[src/rtl/multdiv_pkg.sv]
// Shared types and constants for the iterative multiply/divide unit.
package multdiv_pkg;

   typedef enum logic [1:0] {IDLE, MUL, DIV, DONE} state_t;

   localparam int unsigned ITER_COUNT = 32;
   localparam int unsigned CNT_W      = 6;
   localparam logic [CNT_W-1:0] CNT_TERM = CNT_W'(ITER_COUNT);
   localparam logic [31:0] INT_MIN    = 32'h8000_0000;

endpackage

[src/rtl/multdiv_ctrl.sv]
// Sequencer: start arbitration (MULT over DIV), 33-cycle iteration count, ready pulse.
module multdiv_ctrl
   import multdiv_pkg::*;
(
   input  logic   clk_i,
   input  logic   rst_i,
   input  logic   mult_i,
   input  logic   div_i,
   output state_t state_o,
   output logic   start_mul_o,
   output logic   start_div_o,
   output logic   iter_o,
   output logic   finish_o,
   output logic   rdy_o
);
   state_t           state_q;
   logic [CNT_W-1:0] cnt_q;
   logic             rdy_q;
   logic             busy;

   assign start_mul_o = mult_i;
   assign start_div_o = div_i & ~mult_i;
   assign busy        = (state_q == MUL) || (state_q == DIV);
   assign iter_o      = busy && (cnt_q < CNT_TERM) && !mult_i && !div_i;
   assign finish_o    = busy && (cnt_q == CNT_TERM) && !mult_i && !div_i;
   assign state_o     = state_q;
   assign rdy_o       = rdy_q;

   always_ff @(posedge clk_i) begin
      if (rst_i) begin
         state_q <= IDLE;
         cnt_q   <= '0;
         rdy_q   <= 1'b0;
      end else begin
         rdy_q <= 1'b0;
         if (mult_i) begin
            state_q <= MUL;
            cnt_q   <= '0;
         end else if (div_i) begin
            state_q <= DIV;
            cnt_q   <= '0;
         end else begin
            case (state_q)
               MUL, DIV: begin
                  // counter saturates at terminal count; that cycle completes
                  if (cnt_q < CNT_TERM) begin
                     cnt_q <= cnt_q + 1'b1;
                  end else begin
                     state_q <= DONE;
                     rdy_q   <= 1'b1;
                  end
               end
               default: state_q <= IDLE;
            endcase
         end
      end
   end

endmodule

[src/rtl/procAdder.sv]
// 32-bit carry-lookahead adder: 4-bit groups with group generate/propagate.
module procAdder (
   input  logic [31:0] data_operandA,
   input  logic [31:0] data_operandB,
   input  logic        c_in,
   output logic [31:0] data_sum,
   output logic        c_out,
   output logic        overflow
);
   logic [31:0] g, p;
   logic [7:0]  bg, bp;
   logic        blk_c, bit_c, c_msb;

   assign g = data_operandA & data_operandB;
   assign p = data_operandA ^ data_operandB;

   always_comb begin
      bg = '0;
      bp = '0;
      for (int unsigned blk = 0; blk < 8; blk++) begin
         bg[blk] = g[blk*4+3]
                 | (p[blk*4+3] & g[blk*4+2])
                 | (p[blk*4+3] & p[blk*4+2] & g[blk*4+1])
                 | ((&p[blk*4+1 +: 3]) & g[blk*4]);
         bp[blk] = &p[blk*4 +: 4];
      end
   end

   always_comb begin
      blk_c    = c_in;
      bit_c    = 1'b0;
      c_msb    = 1'b0;
      data_sum = '0;
      for (int unsigned blk = 0; blk < 8; blk++) begin
         for (int unsigned i = 0; i < 4; i++) begin
            bit_c = blk_c;
            for (int unsigned k = 0; k < i; k++)
               bit_c = g[blk*4+k] | (p[blk*4+k] & bit_c);
            data_sum[blk*4+i] = p[blk*4+i] ^ bit_c;
            if (blk*4+i == 31) c_msb = bit_c;
         end
         blk_c = bg[blk] | (bp[blk] & blk_c);
      end
      c_out    = blk_c;
      overflow = c_msb ^ blk_c;
   end

endmodule

[src/rtl/multdiv_unit.sv]
// Iterative signed 32-bit multiply (radix-2 Booth) / divide (non-restoring),
// fixed 33-cycle latency, every add/subtract through one procAdder.
module multdiv_unit
   import multdiv_pkg::*;
(
   input  logic        clock,
   input  logic        reset,
   input  logic [31:0] data_operandA,
   input  logic [31:0] data_operandB,
   input  logic        ctrl_MULT,
   input  logic        ctrl_DIV,
   output logic [31:0] data_result,
   output logic        data_exception,
   output logic        data_resultRDY
);
   state_t state;
   logic   start_mul, start_div, start, iter, finish;

   logic [32:0] hi_q, hi_d;
   logic [31:0] lo_q, lo_d, opnd_q, opnd_d, res_q, res_d;
   logic        qm1_q, qm1_d, neg_q, neg_d, zero_q, zero_d, dovf_q, dovf_d, exc_q, exc_d;

   logic [31:0] add_a, add_b, sum;
   logic        add_cin, cout, ovf, booth_sub, div_inv;
   logic [32:0] shl_r, booth_hi, r_next, upper;

   multdiv_ctrl u_ctrl (
      .clk_i       (clock),
      .rst_i       (reset),
      .mult_i      (ctrl_MULT),
      .div_i       (ctrl_DIV),
      .state_o     (state),
      .start_mul_o (start_mul),
      .start_div_o (start_div),
      .iter_o      (iter),
      .finish_o    (finish),
      .rdy_o       (data_resultRDY)
   );

   procAdder u_add (
      .data_operandA (add_a),
      .data_operandB (add_b),
      .c_in          (add_cin),
      .data_sum      (sum),
      .c_out         (cout),
      .overflow      (ovf)
   );

   assign start     = start_mul | start_div;
   assign booth_sub = lo_q[0] & ~qm1_q;
   // subtract |B| while remainder >= 0; a negative divisor flips add/sub so |B| is never formed
   assign div_inv   = ~hi_q[32] ^ opnd_q[31];
   assign shl_r     = {hi_q[31:0], lo_q[31]};
   assign upper     = {hi_q[31:0], lo_q[31]};

   always_comb begin
      add_a   = '0;
      add_b   = '0;
      add_cin = 1'b0;
      if (start) begin
         add_b   = ~data_operandA;
         add_cin = 1'b1;
      end else if (finish) begin
         add_b   = ~lo_q;
         add_cin = 1'b1;
      end else if (state == MUL) begin
         add_a   = hi_q[31:0];
         add_b   = booth_sub ? ~opnd_q : opnd_q;
         add_cin = booth_sub;
      end else begin
         add_a   = shl_r[31:0];
         add_b   = div_inv ? ~opnd_q : opnd_q;
         add_cin = div_inv;
      end
   end

   always_comb begin
      hi_d     = hi_q;
      lo_d     = lo_q;
      qm1_d    = qm1_q;
      opnd_d   = opnd_q;
      neg_d    = neg_q;
      zero_d   = zero_q;
      dovf_d   = dovf_q;
      res_d    = res_q;
      exc_d    = exc_q;
      booth_hi = '0;
      r_next   = '0;
      if (start) begin
         opnd_d = start_mul ? data_operandA : data_operandB;
         hi_d   = '0;
         qm1_d  = 1'b0;
         lo_d   = start_mul ? data_operandB : (data_operandA[31] ? sum : data_operandA);
         neg_d  = data_operandA[31] ^ data_operandB[31];
         zero_d = (data_operandB == '0);
         dovf_d = (data_operandA == INT_MIN) && (data_operandB == '1);
      end else if (iter && state == MUL) begin
         booth_hi = (lo_q[0] ^ qm1_q) ? {sum[31] ^ ovf, sum} : {hi_q[31], hi_q[31:0]};
         {hi_d, lo_d, qm1_d} = {booth_hi[32], booth_hi, lo_q};
      end else if (iter) begin
         r_next = {shl_r[32] ^ add_b[31] ^ cout, sum};
         hi_d   = r_next;
         lo_d   = {lo_q[30:0], ~r_next[32]};
      end else if (finish) begin
         if (state == MUL) begin
            res_d = lo_q;
            exc_d = ~((&upper) | ~(|upper));
         end else if (zero_q) begin
            res_d = '0;
            exc_d = 1'b1;
         end else begin
            res_d = neg_q ? sum : lo_q;
            exc_d = dovf_q;
         end
      end
   end

   always_ff @(posedge clock) begin
      if (reset) begin
         hi_q   <= '0;
         lo_q   <= '0;
         qm1_q  <= 1'b0;
         opnd_q <= '0;
         neg_q  <= 1'b0;
         zero_q <= 1'b0;
         dovf_q <= 1'b0;
         res_q  <= '0;
         exc_q  <= 1'b0;
      end else begin
         hi_q   <= hi_d;
         lo_q   <= lo_d;
         qm1_q  <= qm1_d;
         opnd_q <= opnd_d;
         neg_q  <= neg_d;
         zero_q <= zero_d;
         dovf_q <= dovf_d;
         res_q  <= res_d;
         exc_q  <= exc_d;
      end
   end

   assign data_result    = res_q;
   assign data_exception = exc_q;

endmodule

[config.mk]
export PLATFORM = sky130hd
export DESIGN_NAME = multdiv_unit
export DESIGN_NICKNAME = d
export VERILOG_FILES = /design/src/rtl/multdiv_pkg.sv /design/src/rtl/multdiv_ctrl.sv /design/src/rtl/procAdder.sv /design/src/rtl/multdiv_unit.sv
export SDC_FILE = /design/constraint.sdc
export NUM_CORES = 1
export LEC_CHECK = 0
export CORE_UTILIZATION = 45
export DETAILED_ROUTE_END_ITERATION = 10
export PLACE_DENSITY = 0.68
export SLEW_MARGIN = 25
export SYNTH_ARGS = -nofsm -noshare
export SYNTH_HDL_FRONTEND = slang
export SYNTH_SLANG_ARGS = --single-unit
[constraint.sdc]
create_clock -name clock -period 5.9 [get_ports clock]
set_clock_uncertainty 0.15 [all_clocks]
set_input_delay 1.77 -clock clock [delete_from_list [all_inputs] [get_ports clock]]
set_output_delay 1.77 -clock clock [all_outputs]
set_load 0.01 [all_outputs]
Yosys cells after proc, flatten, opt, wreduce, memory -nomap -nowiden
Cells that the tools add are included.
- add/sub/neg operators: 1
- multipliers: 0
- div/mod/pow operators: 0
- $lt $le $gt $ge: 1
- eq/ne operators: 7
- shifts and indexed selects: 0
- muxes and demuxes: 30
- bitwise operators: 178
- reductions and logical operators: 39
- operators by type and width (operator ; number):
    $mux 32 ; 17
    $mux 33 ; 3
    $not 32->32 ; 3
    $and 1x1->1 ; 66
    $eq 32x32->1 const B ; 2
    $or 1x1->1 ; 58
    $xor 1x1->1 ; 39
    $reduce_and 4->1 ; 9
    $reduce_and 33->1 ; 1
    $reduce_or 33->1 ; 1
    $and 32x32->32 ; 1
    $logic_not 32->1 ; 1
    $xor 32x32->32 ; 1
    $reduce_and 3->1 ; 8
    $not 1->1 ; 10
    $logic_and 1x1->1 ; 8
    $mux 1 ; 7
    $add 6x1->6 const B ; 1
    $eq 6x6->1 const B ; 1
    $lt 6x6->1 const B ; 1
    $mux 2 ; 3
    $reduce_or 2->1 ; 3
    $ne 4x4->1 const B ; 1
    $reduce_or 4->1 ; 1
    other kinds (9) ; 10
- flip-flop bits (word level): 143
- bits in latches: 0
- memory bits (writable): 0
- bits in read-only memories: 0
- input bits: 68
- output and inout port bits: 34
- word-level logic and storage cells: 269
- memories: 0

Depth between registers and ports, before layout
- depth in word-level cells: 36
- depth in mapped cells: 26
- mapped depth without buffers: 24

Hierarchy
A second synthesis with hierarchy kept.
- cells, all modules: 1426
- area total of the unflattened synthesis: 10851.7 µm²
- modules (own cells, without submodules) (module ; instances ; cells an instance ; area each (µm²) ; sequential area each (µm²)):
    multdiv_unit ; 1 ; 1240 ; 9062.4 ; 2682.6
    procAdder ; 1 ; 133 ; 1331.3 ; 0.0
    multdiv_ctrl ; 1 ; 53 ; 457.9 ; 180.2

Worst setup path after synthesis
No wires, ideal clock.
- kind: in2reg
- from: input port ctrl_MULT
- to: register lo_q[22]
- setup time: 128 ps
- data arrival time: 6022 ps
- required time: 5622 ps
- setup slack: -400 ps
- stages on the path: 22
- path buffers: 3
- cells stage by stage: or2_0 -> clkbuf_8 -> clkbuf_1 -> buf_1 -> a211oi_1 -> a21oi_1 -> ha_1 -> nand4_1 -> a21oi_1 -> nor2_1 -> o21bai_1 -> a21oi_1 -> o21bai_1 -> a21oi_1 -> fa_1 -> fa_1 -> fa_1 -> nand2_1 -> o211ai_1 -> a21oi_1 -> a221oi_1 -> nor2_1
- longest elaborated chain between the ends: 27
- elaborated cells on any way between the ends: 82
- those cells by class: 10 x mux; 55 x bitwise; 17 x reduce/logical
- RTL lines (item ; line ; source):
    from (decl) ; multdiv_unit.sv:10 ; input logic ctrl_MULT,
    $logic_not 1->1 ; multdiv_ctrl.sv:24, multdiv_ctrl.sv:25 ;
    $logic_and 1x1->1 (2 in a row) ; multdiv_ctrl.sv:25 ; assign finish_o = busy && (cnt_q == CNT_TERM) && !mult_i && !div_i;
    $mux 32 ; multdiv_unit.sv:63 ; end else if (finish) begin
    $mux 32 ; multdiv_unit.sv:60 ; if (start) begin
    $xor 32x32->32 or $and 32x32->32 (tied branches) ; procAdder.sv:15, procAdder.sv:14 ;
    $and 1x1->1, on equally long branches ; procAdder.sv:22, procAdder.sv:23 ;
    $or 1x1->1 or $and 1x1->1 (tied branches) ; procAdder.sv:22, procAdder.sv:23 ;
    $or 1x1->1 ; procAdder.sv:23 ; | (p[blk*4+3] & p[blk*4+2] & g[blk*4+1])
    [... 9 more ...] ; n/a ;
    $or 1x1->1 ; procAdder.sv:42 ; blk_c = bg[blk] | (bp[blk] & blk_c);
    $and 1x1->1 ; procAdder.sv:38 ; bit_c = g[blk*4+k] | (p[blk*4+k] & bit_c);
    $or 1x1->1 ; procAdder.sv:38 ;
    $and 1x1->1 ; procAdder.sv:38 ;
    $or 1x1->1 ; procAdder.sv:38 ;
    $xor 1x1->1 ; procAdder.sv:39 ; data_sum[blk*4+i] = p[blk*4+i] ^ bit_c;
    $mux 32 (2 in a row) ; multdiv_unit.sv:93 ; lo_d = start_mul ? data_operandB : (data_operandA[31] ? sum : data_operandA);
    $mux 32 ; multdiv_unit.sv:89 ; if (start) begin
    to (signal assigned) ; multdiv_unit.sv:131 ; lo_q <= lo_d;
    to (decl) ; multdiv_unit.sv:20 ; logic [31:0] lo_q, lo_d, opnd_q, opnd_d, res_q, res_d;
Parallel ways exist; a longest one is shown, timed or not.
A chain may end at the register's enable or synchronous reset.

Worst setup path in the final report
- from: input port ctrl_MULT
- to: register hi_q[22]
- longest elaborated chain between the ends: 28
- elaborated cells on any way between the ends: 85
- those cells by class: 9 x mux; 58 x bitwise; 18 x reduce/logical
- RTL lines (item ; line ; source):
    $logic_not 1->1 ; multdiv_ctrl.sv:24, multdiv_ctrl.sv:25 ;
    $logic_and 1x1->1 (2 in a row) ; multdiv_ctrl.sv:25 ;
    $mux 32 ; multdiv_unit.sv:63 ;
    $mux 32 ; multdiv_unit.sv:60 ;
    $xor 32x32->32 or $and 32x32->32 (tied branches) ; procAdder.sv:15, procAdder.sv:14 ;
    $and 1x1->1, on equally long branches ; procAdder.sv:22, procAdder.sv:23 ;
    $or 1x1->1 or $and 1x1->1 (tied branches) ; procAdder.sv:22, procAdder.sv:23 ;
    $or 1x1->1 ; procAdder.sv:23 ;
    [... 11 more ...] ; n/a ;
    $or 1x1->1 ; procAdder.sv:38 ;
    $and 1x1->1 ; procAdder.sv:38 ;
    $or 1x1->1 ; procAdder.sv:38 ;
    $and 1x1->1 ; procAdder.sv:38 ;
    $or 1x1->1 ; procAdder.sv:38 ;
    $xor 1x1->1 ; procAdder.sv:39 ;
    $mux 33 ; multdiv_unit.sv:98 ; booth_hi = (lo_q[0] ^ qm1_q) ? {sum[31] ^ ovf, sum} : {hi_q[31], hi_q[31:0]};
    $mux 33 ; multdiv_unit.sv:97 ; end else if (iter && state == MUL) begin
    to (signal assigned) ; multdiv_unit.sv:130 ; hi_q <= hi_d;
    to (decl) ; multdiv_unit.sv:19 ; logic [32:0] hi_q, hi_d;
Parallel ways exist; a longest one is shown, timed or not. The select of a mux whose other input is x is not followed.

==> flow_summary.ini <==
[logic_synthesis]
synthArstFlopShare_pct = 0
synth_ff_type = sky130_fd_sc_hd__dfxtp_1
netlist.top_cell.by_area = sky130_fd_sc_hd__dfxtp_1
mappedNetlistArea_sq_um = 10900
synth-warning-count = 0
post-synth-top-area-fraction_pct = 26.3
yosys-top-cells-count = sky130_fd_sc_hd__nor2_1, sky130_fd_sc_hd__a21oi_1, sky130_fd_sc_hd__dfxtp_1, sky130_fd_sc_hd__mux2i_1, sky130_fd_sc_hd__a211oi_1
yosys-top-cells-area = sky130_fd_sc_hd__dfxtp_1, sky130_fd_sc_hd__nor2_1, sky130_fd_sc_hd__mux2i_1
synth_edf_count = 0
syn_area_per_cell_sq_um = 7.56
yosys_register_bits = 143
yosysUniqueCellTypes = 55
post-synth-top-count-cell = sky130_fd_sc_hd__nor2_1
synth_fp_nets = 1566
yosysSeqAreaShare_pct = 26.3
syn_inst = 1438

[finish]
num-nets-final = 1707
drive_gt1_share_pct = 16.7
synthToLayoutAreaGrowth_pct = 26.0
filler_cell_count = 2150
ant_cells = 0

[grt]
grt_pass1_vias = 10400
globalRouteOverflowTotal = 0
grt_usage_pct = 33.6
antenna_found_initial = 0
grt_pass1_wl_microns = 62400
largest_net_degree_at_the_start_of_global_routing = 105

[pwr]
power_frac_seq_pct = 35.6
net-switching-power_mw = 1.01
power_leakage_nw = 5.29
power.share.clock_pct = 37.5
ir_drop_v = 0.000201
cellInternalPower_mw = 1.93
sw_frac_of_total_pct = 34.4
design_power_total_mw = 2.95
power.share.combinational_pct = 26.9
powerDensity_nw_per_um2 = 215

[floorplan]
start_util_pct = 46.1
fp.coreArea_sq_um = 23600
fp-row-count = 56
floorplan.die_area_sq_um = 24800
die_w_microns = 157
die_h_microns = 157
design.portCount = 102

[routing]
drt.antenna.violating_nets = 0
drcViolationCount = 0
detailedRoute.firstPassIterationCount = 6
via_count = 11700
routed_wire_length_microns = 41100
avgViaCountPerCell = 6.13
drt-initial-drc-count = 1512
avgRoutedWirePerCell_microns = 21.5

[timing]
maxSlewViolCount = 0
layout_min_cycle_time_ns = 5.80
final_hold_slack_ns = 0.337
post-route-period-util_pct = 98.3
post-route-worst-setup-slack_ns = 0.0974
setup_total_negative_slack_ns = 0
rsz0062_at_grt = yes
fmaxAchievable_ghz = 0.172
setup_violations = 0
worst-slew-pin-transition_ns = 1.12
timing_hold_violations_final = 0
max_slew_margin_pct = 25.1

[outcome]
status = finished, final reports clean

[critical_path]
r2r_start = u_ctrl.state_o[1]
reg2regPathDepth = 26
start_kind = input port
cp_max_fo = 24
rrSetupSlack_ns = 0.25
timing.critical_path.required_ns = 6.11
setup.worst_path.end_class = flip-flop
reg2reg_to = hi_q[22]
worst-endpoint-arrival_ns = 6.01
critPathKind = input port to flip-flop

[place]
dpl.hpwl_microns = 29400
dpl_worst_slack_ns = -0.846
gp_congestion = 0.984
buffer_ports.inserted = 101

[cts]
clk-insertion-delay-late_ns = 0.44
hold_buffers = 0
tritoncts_num_sinks = 143
cts.clk_slew.worst_paths_ns = 0.07
cts-root-buf = sky130_fd_sc_hd__clkbuf_16
cts_max_path_buffers = 2
tritoncts = yes
cts-buffers-inserted = 17
cts.htree.levels = 4

[worst_hold_path]
worst_hold_depth = 2
timing.hold.worst.class = flip-flop to flip-flop
start_point_of_the_worst_hold_path = data_result[13]
worst_hold_path.endpoint = data_result[13]

[job]
drv_cap = 0
==> timing repair <==
item,4_1_cts,5_1_grt
buffers inserted,2,0
pin swaps,4,14
gates resized for setup,14,32
setup endpoints to repair,32,41
==> area by class of cell <==
| class | instances | area, sq um | share of cell area [%] |
|---|---|---|---|
| clock inverter | 15 | 151 | 1.10 |
| sequential | 143 | 2860 | 20.9 |
| inverter | 76 | 285 | 2.08 |
| timing repair buffer | 238 | 2100 | 15.4 |
| clock buffer | 17 | 425 | 3.10 |
| tap | 319 | 399 | 2.91 |
| multi-input combinational | 1103 | 7480 | 54.6 |
==> logic make-up after synthesis <==
group | synth area share (%)
compound gates | 22.2
mux | 11.7
buf+inv | 6.82
fa+ha+maj | 8.56
simple gates | 20.4
xor+xnor | 4.03
flops | 26.3
==> cells in the final DEF (no fill, tap or decap), types with 7 or more instances in the layout <==
| cell | count |
|---|---|
| sky130_fd_sc_hd__fa_1 | 14 |
| sky130_fd_sc_hd__inv_1 | 75 |
| sky130_fd_sc_hd__dfxtp_1 | 143 |
| sky130_fd_sc_hd__xnor2_1 | 38 |
| sky130_fd_sc_hd__fa_2 | 10 |
| sky130_fd_sc_hd__buf_4 | 133 |
| sky130_fd_sc_hd__clkbuf_16 | 17 |
| sky130_fd_sc_hd__nor2_1 | 274 |
| sky130_fd_sc_hd__nor4_1 | 26 |
| sky130_fd_sc_hd__a2111oi_0 | 21 |
| sky130_fd_sc_hd__mux2_2 | 34 |
| sky130_fd_sc_hd__a21oi_1 | 167 |
| sky130_fd_sc_hd__clkdlybuf4s50_1 | 97 |
| sky130_fd_sc_hd__a221oi_1 | 18 |
| sky130_fd_sc_hd__nand2_1 | 68 |
| sky130_fd_sc_hd__nor3_1 | 26 |
| sky130_fd_sc_hd__a31oi_1 | 7 |
| sky130_fd_sc_hd__o211ai_1 | 22 |
| sky130_fd_sc_hd__a211oi_2 | 9 |
| sky130_fd_sc_hd__ha_1 | 35 |
| sky130_fd_sc_hd__nand4_1 | 23 |
| sky130_fd_sc_hd__mux2i_1 | 87 |
| sky130_fd_sc_hd__xor2_1 | 9 |
| sky130_fd_sc_hd__a21oi_2 | 8 |
| sky130_fd_sc_hd__and2_1 | 21 |
| sky130_fd_sc_hd__a211oi_1 | 74 |
| sky130_fd_sc_hd__nand3_1 | 18 |
| sky130_fd_sc_hd__o21ai_0 | 21 |
==> worst max path at each step <==
stage | start | endpoint | cells after the start
4_1_cts | ctrl_MULT | lo_q[26] | 20
3_5_place_dp | ctrl_MULT | data_result[22] | 20
5_1_grt | ctrl_MULT | lo_q[30] | 23
2_1_floorplan | ctrl_MULT | lo_q[22] | 22
3_3_place_gp | ctrl_MULT | data_result[22] | 20
6_report | ctrl_MULT | hi_q[22] | 24
==> power groups by stage <==
stage	sequential, mW	combinational [mW]	clock (mW)
after CTS	1.05	0.758	1.11
after global placement	1.07	0.734	0
after floorplan	1.05	0.450	0
after global routing	1.05	0.845	1.15
final	1.05	0.792	1.10
after detailed placement	1.07	0.747	0
==> worst max-delay path, stage by stage <==
cell                       delay, ns
sky130_fd_sc_hd__buf_4          0.11
sky130_fd_sc_hd__or2_4          0.28
sky130_fd_sc_hd__buf_12         0.17
sky130_fd_sc_hd__buf_12         0.16
sky130_fd_sc_hd__a211oi_2       0.14
sky130_fd_sc_hd__a21oi_1        0.08
sky130_fd_sc_hd__ha_1           0.34
sky130_fd_sc_hd__buf_4          0.13
sky130_fd_sc_hd__a21oi_1        0.07
sky130_fd_sc_hd__o21ai_1        0.14
sky130_fd_sc_hd__o21bai_2       0.19
sky130_fd_sc_hd__a21oi_2        0.10
sky130_fd_sc_hd__o21bai_2       0.21
sky130_fd_sc_hd__a21oi_2        0.10
sky130_fd_sc_hd__fa_2           0.34
sky130_fd_sc_hd__fa_2           0.35
sky130_fd_sc_hd__fa_2           0.39
sky130_fd_sc_hd__xor2_4         0.21
sky130_fd_sc_hd__buf_4          0.15
sky130_fd_sc_hd__nor2_1         0.09
sky130_fd_sc_hd__a21oi_1        0.05
sky130_fd_sc_hd__mux2i_1        0.15
sky130_fd_sc_hd__nand2_1        0.07
sky130_fd_sc_hd__a21oi_1        0.18
==> metal layers <==
layer / vias up / routed length, microns / global-route usage, %
li1: 5403 / - / -
met1: 5593 / 18000 / 48.5
met2: 618 / 17500 / 48.7
met3: 93 / 3970 / 5.59
met4: 0 / 1730 / 14.4
met5: - / 0 / 0
==> registers in the layout, indices dropped and copies added (netlist names), 2 cells and up <==
name / cells
hi_q: 33
data_result: 32
lo_q: 32
opnd_q: 32
u_ctrl.cnt_q: 6
u_ctrl.state_o: 2
==> stage by stage <==
stage,instances,util (%),instance area (sq um)
6_report,1911,58.0,13700
5_1_grt,1911,58.0,13700
4_1_cts,1911,57.5,13600
3_5_place_dp,1877,54.8,12900
3_3_place_gp,1876,54.7,12900
2_1_floorplan,1438,-,10900
No activity file was read; power rests on OpenSTA's default activity.
